## config.mk

```make
export PLATFORM = sky130hd
export DESIGN_NAME = mmio_btn_irq_ctrl
export DESIGN_NICKNAME = d
export VERILOG_FILES = /design/src/rtl/mmio_btn_irq_pkg.sv /design/src/rtl/mmio_btn_irq_ctrl_debounce.sv /design/src/rtl/mmio_btn_irq_ctrl.sv
export SDC_FILE = /design/constraint.sdc
export NUM_CORES = 1
export LEC_CHECK = 0
export CAP_MARGIN = 15
export CORE_MARGIN = 8
export CORE_UTILIZATION = 40
export DETAILED_ROUTE_END_ITERATION = 10
export GPL_ROUTABILITY_DRIVEN = 0
export PLACE_DENSITY = 0.66
export REMOVE_ABC_BUFFERS = 1
export SYNTH_ARGS = -nofsm -noshare
export SYNTH_HDL_FRONTEND = slang
export SYNTH_HIERARCHICAL = 1
export SYNTH_SLANG_ARGS = --single-unit
```

## constraint.sdc

```tcl
create_clock -name CLK -period 3.7 [get_ports CLK]
set_clock_uncertainty 0.2 [all_clocks]
set_input_delay 0.555 -clock CLK [delete_from_list [all_inputs] [get_ports CLK]]
set_output_delay 0.555 -clock CLK [all_outputs]
set_load 0.01 [all_outputs]
```

## src/rtl/mmio_btn_irq_pkg.sv

```systemverilog
// Shared constants for the memory-mapped button interrupt controller:
// register offsets, register index encoding and the default debounce length.
package mmio_btn_irq_pkg;

    localparam logic [31:0] STATE_OFS = 32'h0;
    localparam logic [31:0] PEND_OFS  = 32'h4;
    localparam logic [31:0] MASK_OFS  = 32'h8;
    localparam logic [31:0] EDGE_OFS  = 32'hC;

    typedef enum logic [1:0] {
        REG_STATE = 2'd0,
        REG_PEND  = 2'd1,
        REG_MASK  = 2'd2,
        REG_EDGE  = 2'd3
    } reg_idx_e;

    localparam int unsigned DB_CYCLES_DEFAULT = 500000;

endpackage

```

## src/rtl/mmio_btn_irq_ctrl_debounce.sv

```systemverilog
// One button channel: 2-flop synchroniser, stable-count debounce and
// single-cycle rise/fall strobes aligned with the STATE update edge.
module btn_debounce_ch #(
    parameter int unsigned DB_CYCLES = 500000
) (
    input  logic clk_i,
    input  logic rst_ni,
    input  logic btn_i,
    output logic state_o,
    output logic rise_o,
    output logic fall_o
);

    localparam int unsigned CW = (DB_CYCLES > 2) ? $clog2(DB_CYCLES) : 1;
    localparam logic [CW-1:0] CNT_MAX = CW'(DB_CYCLES - 1);

    logic          sync1_q, sync2_q;
    logic          state_q, state_d;
    logic [CW-1:0] cnt_q, cnt_d;
    logic          toggle;

    always_comb begin
        cnt_d   = '0;
        state_d = state_q;
        toggle  = 1'b0;
        if (sync2_q != state_q) begin
            if (cnt_q == CNT_MAX) begin
                toggle  = 1'b1;
                state_d = ~state_q;
            end else begin
                cnt_d = cnt_q + CW'(1);
            end
        end
    end

    always_ff @(posedge clk_i or negedge rst_ni) begin
        if (!rst_ni) begin
            sync1_q <= 1'b0;
            sync2_q <= 1'b0;
            state_q <= 1'b0;
            cnt_q   <= '0;
        end else begin
            sync1_q <= btn_i;
            sync2_q <= sync1_q;
            state_q <= state_d;
            cnt_q   <= cnt_d;
        end
    end

    // Strobes are combinational so PENDING captures on the same edge STATE moves.
    assign state_o = state_q;
    assign rise_o  = toggle & ~state_q;
    assign fall_o  = toggle &  state_q;

endmodule

```

## src/rtl/mmio_btn_irq_ctrl.sv

```systemverilog
// Button interrupt controller: NUM_CH debounced inputs, STATE/PENDING/MASK/EDGE_SEL
// registers on the IOBUS and an INTR line (pulse mode with BTN_INTR_PULSE_EN).
module mmio_btn_irq_ctrl
    import mmio_btn_irq_pkg::*;
#(
    parameter int unsigned NUM_CH    = 4,
    parameter int unsigned DB_CYCLES = DB_CYCLES_DEFAULT,
    parameter logic [31:0] BASE_AD   = 32'h11000060
) (
    input  logic              CLK,
    input  logic              RST_N,
    input  logic [NUM_CH-1:0] BTN_IN,
    input  logic [31:0]       IOBUS_ADDR,
    input  logic [31:0]       IOBUS_OUT,
    input  logic              IOBUS_WR,
    output logic [31:0]       RD_DATA,
    output logic              RD_HIT,
    output logic              INTR
);

    logic [NUM_CH-1:0] state, rise, fall, evt, active;
    logic [NUM_CH-1:0] pend_q, pend_d, mask_q, edge_q;
    logic [NUM_CH-1:0] wdata;
    logic [31:0]       ofs;
    reg_idx_e          idx;
    logic              wr_en;
    logic              intr_q, intr_d;
    logic              unused_ok;

    for (genvar i = 0; i < NUM_CH; i++) begin : g_ch
        btn_debounce_ch #(.DB_CYCLES(DB_CYCLES)) u_ch (
            .clk_i   (CLK),
            .rst_ni  (RST_N),
            .btn_i   (BTN_IN[i]),
            .state_o (state[i]),
            .rise_o  (rise[i]),
            .fall_o  (fall[i])
        );
    end

    assign ofs       = IOBUS_ADDR - BASE_AD;
    assign RD_HIT    = (ofs == STATE_OFS) || (ofs == PEND_OFS) ||
                       (ofs == MASK_OFS)  || (ofs == EDGE_OFS);
    assign idx       = reg_idx_e'(ofs[3:2]);
    assign wr_en     = IOBUS_WR & RD_HIT;
    assign wdata     = IOBUS_OUT[NUM_CH-1:0];
    assign unused_ok = ^IOBUS_OUT;

    assign evt    = (rise & ~edge_q) | (fall & edge_q);
    assign active = pend_q & mask_q;

    always_comb begin
        RD_DATA = '0;
        if (RD_HIT) begin
            case (idx)
                REG_STATE: RD_DATA[NUM_CH-1:0] = state;
                REG_PEND:  RD_DATA[NUM_CH-1:0] = pend_q;
                REG_MASK:  RD_DATA[NUM_CH-1:0] = mask_q;
                REG_EDGE:  RD_DATA[NUM_CH-1:0] = edge_q;
                default:   RD_DATA = '0;
            endcase
        end
    end

    // Clear is applied before the set so a same-cycle event keeps PENDING high.
    always_comb begin
        pend_d = pend_q;
        if (wr_en && idx == REG_PEND) pend_d = pend_q & ~wdata;
        pend_d = pend_d | evt;
    end

`ifdef BTN_INTR_PULSE_EN
    logic [NUM_CH-1:0] active_q;
    assign intr_d = |(active & ~active_q);
    always_ff @(posedge CLK or negedge RST_N) begin
        if (!RST_N) active_q <= '0;
        else        active_q <= active;
    end
`else
    assign intr_d = |active;
`endif

    always_ff @(posedge CLK or negedge RST_N) begin
        if (!RST_N) begin
            pend_q <= '0;
            mask_q <= '0;
            edge_q <= '0;
            intr_q <= 1'b0;
        end else begin
            pend_q <= pend_d;
            intr_q <= intr_d;
            if (wr_en && idx == REG_MASK) mask_q <= wdata;
            if (wr_en && idx == REG_EDGE) edge_q <= wdata;
        end
    end

    assign INTR = intr_q;

endmodule
```

==> reports/metrics.cfg, run 1 <==
[synth]
ys_top_cells_by_area=dfrtp_1 (43%), xnor2_1 (7.3%), nor2_1 (5.3%), buf_4 (3.6%), nand4_1 (3.4%)
synth_top_area_share_pct=42.96
syn_area_sq_um=5883
syn_avg_cell_area_sq_um=9.855
synth_edf_count=0
ys_warn_count=6
yosys.area.top_type=dfrtp_1
synthFlopType=dfrtp_1
ys_seq_area_share_pct=42.96
synthCells=597
synthArstFlopShare_pct=100.0
yosysUniqueCellTypes=64
synth.ff_latch_count=101

[finish]
syn2layout_area_growth_pct=23.01
seq_area_sq_um=2527
layout_commonest_cell=dfrtp_1
layout-drive-gt1-share_pct=20.29
diodes=0
final_cell_mix=dfrtp_1 (101), nor2_1 (83), buf_4 (50)
fillers=1334
multiInputGateArea_sq_um=3237
fin_cells=884
final_core_util_pct=49.98
fin_nets=771

[floorplanning]
initial_utilization_pct=40.63
die_area_sq_um=18840
core_area_sq_um=14480
die_x_um=137.3
io_pins=105
fp-row-count=44
die_h_um=137.3

[setup_path]
path_max_fanout=4
criticalPathCategory=in2out
cp.depth=13
startpoint=IOBUS_ADDR[18]
r2r-end=g_ch[0].u_ch/cnt_q[18]$_DFF_PN0_
endpoint=RD_DATA[1]
worst_ep_arrival_time_ps=3370
crit_buf_inv=6
reg2reg_depth=5
cp_common_cell=buf_4
rrSetupSlack_ps=1440
crit_slowest_cell=or4_4
cp-end-kind=primary output
crit_required_ps=2940
path_delay_family=simple AND/OR/NAND/NOR gates
startpoint_type=primary input
reg2reg_from=g_ch[0].u_ch/cnt_q[0]$_DFF_PN0_
max_stage_delay_ps=520
crit_chain=buf_6 > or4_4 > or4_4 > buf_4 > buf_4 > buf_4 > nor4_2 > o32a_1 > o2111ai_4 > or2_4 > buf_4 > nor2b_4 > buf_6

[clock_network]
cts_buffer_depth=2
cts_tree=yes
h-tree-depth=3
clk_pin_slew_worst_paths_ps=70
cts_inserted_buffers=9
cts_root_buf=clkbuf_16
cts.sinks=101
clock_latency_ps=350

[global_routing]
antenna_found_initial=0
grt.total_usage_pct=14.20
grt_overflow=0
grt_pass1_vias=4665
grt_pass1_wl_mm=21.72
grt_max_degree=89

[timing]
timing.hold.ws_ps=150.3
setup_viol=5
tightest_slew_ps=741.4
hold_viol=0
fin_ws_ps=-425.3
max_slew_margin_pct=50.58
fin_crit_sh_pct=111.5
max_freq_mhz=242.4
setup-tns-final_ps=-1900
fin_crit_ps=4125
rsz0062_at_grt=true
slew_viol_final=0

[drt]
via_per_inst=5.316
drt-wirelength-per-cell_um=14.83
drt_first_pass_iters=4
wl_mm=13.11
drt_iter0_drc=238
drc=0
vias=4699
ant_nets=0

[power]
p_clk_share_pct=42.4
p_seq_share_pct=48.6
p_per_area_nw_per_um2=323.5
leakage_nw=2.921
ir_drop_mv=0.2255
combPwrFrac_pct=9.0
switching_power_mw=0.5827
swShare_pct=24.89
cellInternalPower_mw=1.758

[worst_hold_path]
min_path_cells=0
min-delay-start=g_ch[3].u_ch/sync1_q$_DFF_PN0_
hold_class=reg2reg

[placed_design]
hpwl_mm=9.528
placedCellCount=858
port-buffer-count=48

[outcome]
violations=setup timing
status=finished, violations left

[flow_run]
cap_violations=0

## cells in the mapped netlist (all sizes together), types with 5 or more instances
| master | instances |
|---|---|
| inv | 12 |
| mux2 | 12 |
| nand2 | 43 |
| or4 | 10 |
| ha | 5 |
| nand4 | 37 |
| o21ai | 9 |
| a21oi | 8 |
| clkbuf | 5 |
| o31ai | 7 |
| mux2i | 5 |
| or3 | 5 |
| xnor2 | 49 |
| nor3b | 10 |
| xor2 | 18 |
| nor3 | 28 |
| and3 | 9 |
| nor2 | 83 |
| nor4 | 24 |
| dfrtp | 101 |
| and4 | 5 |
| nor4b | 6 |
| nand3 | 27 |
| buf | 35 |
## logic make-up (layout without fill, tap and decap cells)
group / count (synthesis) / after routing / share of synthesized area, %
xor gates and xnor gates: 67 / 67 / 9.974
buffers and inverters: 52 / 128 / 5.253
muxes: 21 / 21 / 4.743
DFF: 101 / 101 / 42.96
adders and majority gates: 5 / 5 / 1.063
and+or+nand+nor: 304 / 304 / 28.86
AOI/OAI and AO/OA: 46 / 46 / 7.083
other: 1 / 28 / 0.06374
## how the worst min path moves through the flow
stage                                     endpoint  slack, ps
floorplan                           INTR$_DFF_PN0_         60
global placement    g_ch[1].u_ch/sync2_q$_DFF_PN0_        130
detailed placement  g_ch[3].u_ch/sync2_q$_DFF_PN0_        140
CTS                 g_ch[3].u_ch/sync2_q$_DFF_PN0_        150
global route        g_ch[3].u_ch/sync2_q$_DFF_PN0_        160
finish              g_ch[3].u_ch/sync2_q$_DFF_PN0_        150
## metal layers
metal | wire length [um] | global-route usage, %
met5 | 0 | 0
met4 | 313 | 7.363
met3 | 738 | 3.428
met2 | 5982 | 21.79
met1 | 6077 | 18.24
## flip-flops by register name (all words and copies together), names as in the netlist
name	cells
g_ch.u_ch/cnt_q	76
edge_q	4
g_ch.u_ch/state_o	4
g_ch.u_ch/sync1_q	4
g_ch.u_ch/sync2_q	4
mask_q	4
pend_q	4
INTR	1
## metrics by stage
stage          total power [mW]  worst slack (ps)  instance area (sq um)
3_5_place_dp              1.361             -1333                   6744
4_1_cts                   2.367            -462.5                   7077
2_1_floorplan             1.232            -295.3                   5720
5_1_grt                   2.441            -476.3                   7237
3_3_place_gp              1.357             -1270                   6744
6_report                  2.341            -425.3                   7237
## power by group through the flow
| stage | Combinational, mW | Clock [mW] | Sequential, mW |
|---|---|---|---|
| after floorplan | 0.0780 | 0 | 1.15 |
| after global placement | 0.199 | 0 | 1.16 |
| after detailed placement | 0.203 | 0 | 1.16 |
| after CTS | 0.201 | 1.03 | 1.14 |
| after global routing | 0.234 | 1.07 | 1.14 |
| final | 0.211 | 0.992 | 1.14 |
## cell type report
type                            count  share of cell area [%]
Timing Repair Buffer              100                   12.21
Inverter                           12                  0.6224
Clock inverter                      7                   1.228
Tap cell                          184                   3.181
Sequential cell                   101                   34.92
Multi-Input combinational cell    471                   44.73
Clock buffer                        9                   3.112
## what timing repair did
item	in CTS	in global routing
hold buffers	0	1
gates cloned	0	0
setup endpoints to repair	13	13
pin swaps	10	10
hold endpoints to repair	0	24
setup buffers	4	4
resized for setup	51	28
Note: power is estimated with default switching activity, not from simulation.
==> run 2: changes to the inputs <==
Settings changed: CTS_BUF_LIST set to sky130_fd_sc_hd__clkbuf_4 sky130_fd_sc_hd__clkbuf_8.
==> run 2 against run 1 <==
  * The flow still finishes with violations (setup timing)
  * Fmax is 0.33% lower
  * Final cell count is 0.11% lower
  * First-iteration DRC count rose by 3.4%
  * Via count about the same
  * Setup slack got worse by 13 ps
  * Total power decreased by 10%
  * Routed wire length down 0.37%
  * Combinational power about the same
  * Highest routed layer unchanged
==> reports/metrics.cfg, run 2 (synthesized netlist as in run 1, its figures left out) <==
[worst_hold_path]
min_to=g_ch[3].u_ch/sync2_q$_DFF_PN0_
min-delay-start=g_ch[3].u_ch/sync1_q$_DFF_PN0_
min_path_cells=0
hold_class=reg2reg

[power]
p_per_area_nw_per_um2=294.6
ir_drop_mv=0.1958
total_power_mw=2.099
leakage_nw=2.870

[setup_path]
reg2reg_from=g_ch[0].u_ch/cnt_q[0]$_DFF_PN0_
startpoint_type=primary input
path_max_fanout=4
worst_ep_arrival_time_ps=3380
r2r-end=g_ch[0].u_ch/cnt_q[18]$_DFF_PN0_
rrSetupSlack_ps=1450
criticalPathCategory=in2out
crit_required_ps=2940
cp-end-kind=primary output
reg2reg_depth=5

[floorplanning]
initial_utilization_pct=40.63
die_h_um=137.3
core_area_sq_um=14480
fp-row-count=44
die_area_sq_um=18840
die_x_um=137.3
io_pins=105

[global_routing]
grt.total_usage_pct=14.11
grt_overflow=0
grt_max_degree=89
antenna_found_initial=0
grt_pass1_vias=4649
grt_pass1_wl_mm=21.71

[placed_design]
placedCellCount=858
hpwl_mm=9.528
placed_area_sq_um=6744
port-buffer-count=48

[clock_network]
clock_latency_ps=380
cts_tree=yes
cts_buffer_depth=2
clk_pin_slew_worst_paths_ps=110
h-tree-depth=3
cts.sinks=101
cts_root_buf=clkbuf_8
cts_inserted_buffers=9

[outcome]
status=finished, violations left
violations=setup timing

[timing]
max_slew_margin_pct=49.67
fin_crit_sh_pct=111.9
fin_crit_ps=4139
rsz0062_at_grt=true
fin_ws_ps=-438.8
slew_viol_final=0
max_freq_mhz=241.6
setup_viol=5
hold_viol=0
tightest_slew_ps=755.0

[drt]
drt_iter0_drc=246
ant_nets=0
vias=4701
drc=0
wl_mm=13.06
via_per_inst=5.324
drt-wirelength-per-cell_um=14.79
drt_first_pass_iters=4

[finish]
fin_cells=883
layout-drive-gt1-share_pct=20.03
regMostFlops=g_ch.u_ch/cnt_q
layout_commonest_cell=dfrtp_1
diodes=0
final_area_sq_um=7124
syn2layout_area_growth_pct=21.10
largest_reg_flops=76
fin_nets=770
fillers=1349
final_cell_mix=dfrtp_1 (101), nor2_1 (83), xnor2_1 (49), buf_4 (49), nand2_1 (43)

[flow_run]
cap_violations=0

-- run 2: layout make-up --
class                   instances  area, sq um  area share, %
clock buffers                   9        123.9          1.739
repair buffers                 99        875.8          12.29
clock inverters                 7        88.84          1.247
well taps                     184        230.2          3.231
multi-input cells             471         3233          45.38
inverters                      12        45.04         0.6322
flip-flops and latches        101         2527          35.48
-- run 2: timing repair --
action | 4_1_cts | 5_1_grt
setup endpoints to repair | 13 | 9
hold endpoints to repair | 0 | 23
hold buffers | 0 | 1
pin swaps | 10 | 10
buffers inserted | 4 | 3
resized for setup | 51 | 27
-- run 2: critical path: stages --
cell	delay (ps)
buf_6	90
or4_4	520
or4_4	500
buf_4	150
buf_4	120
buf_4	140
nor4_2	200
o32a_1	250
o2111ai_4	130
or2_4	330
buf_4	150
nor2b_4	130
buf_6	110
-- run 2: worst max path at each step --
stage                    from          to  cells after the start  slack (ps)
5_1_grt        IOBUS_ADDR[18]  RD_DATA[0]                     10        -480
2_1_floorplan  IOBUS_ADDR[16]  RD_DATA[0]                      7        -300
3_3_place_gp   IOBUS_ADDR[16]  RD_DATA[1]                      9       -1270
6_report       IOBUS_ADDR[18]  RD_DATA[1]                     13        -440
4_1_cts        IOBUS_ADDR[17]  RD_DATA[2]                     10        -460
3_5_place_dp   IOBUS_ADDR[16]  RD_DATA[1]                      9       -1330
-- run 2: layer usage --
layer	GRT usage, %	wire, um	part of all wire (%)	up-vias
li1	-	-	-	2301
met1	18.35	5977	46	2261
met2	21.71	6035	46	120
met5	0	0	0	-
met3	4.230	804	6.2	19
met4	5.250	246	1.9	0
-- run 2: report_power, final --
part | switching [mW] | leakage [nW] | internal [mW]
clock | 0.419 | 0.106 | 0.332
sequential | 0.0195 | 1.36 | 1.12
combinational | 0.114 | 1.40 | 0.0969
total | 0.552 | 2.87 | 1.55
-- run 2: per-stage QoR --
step	setup TNS (ps)	hold slack, ps	util [%]	setup slack, ps
after floorplan	-1399	59.41	-	-295.3
after global placement	-10920	131.9	46.58	-1270
after detailed placement	-11720	135.6	46.58	-1333
after CTS	-2079	161.1	48.18	-462.5
after global routing	-2225	172.1	49.21	-476.3
final	-1954	157.7	49.21	-438.8
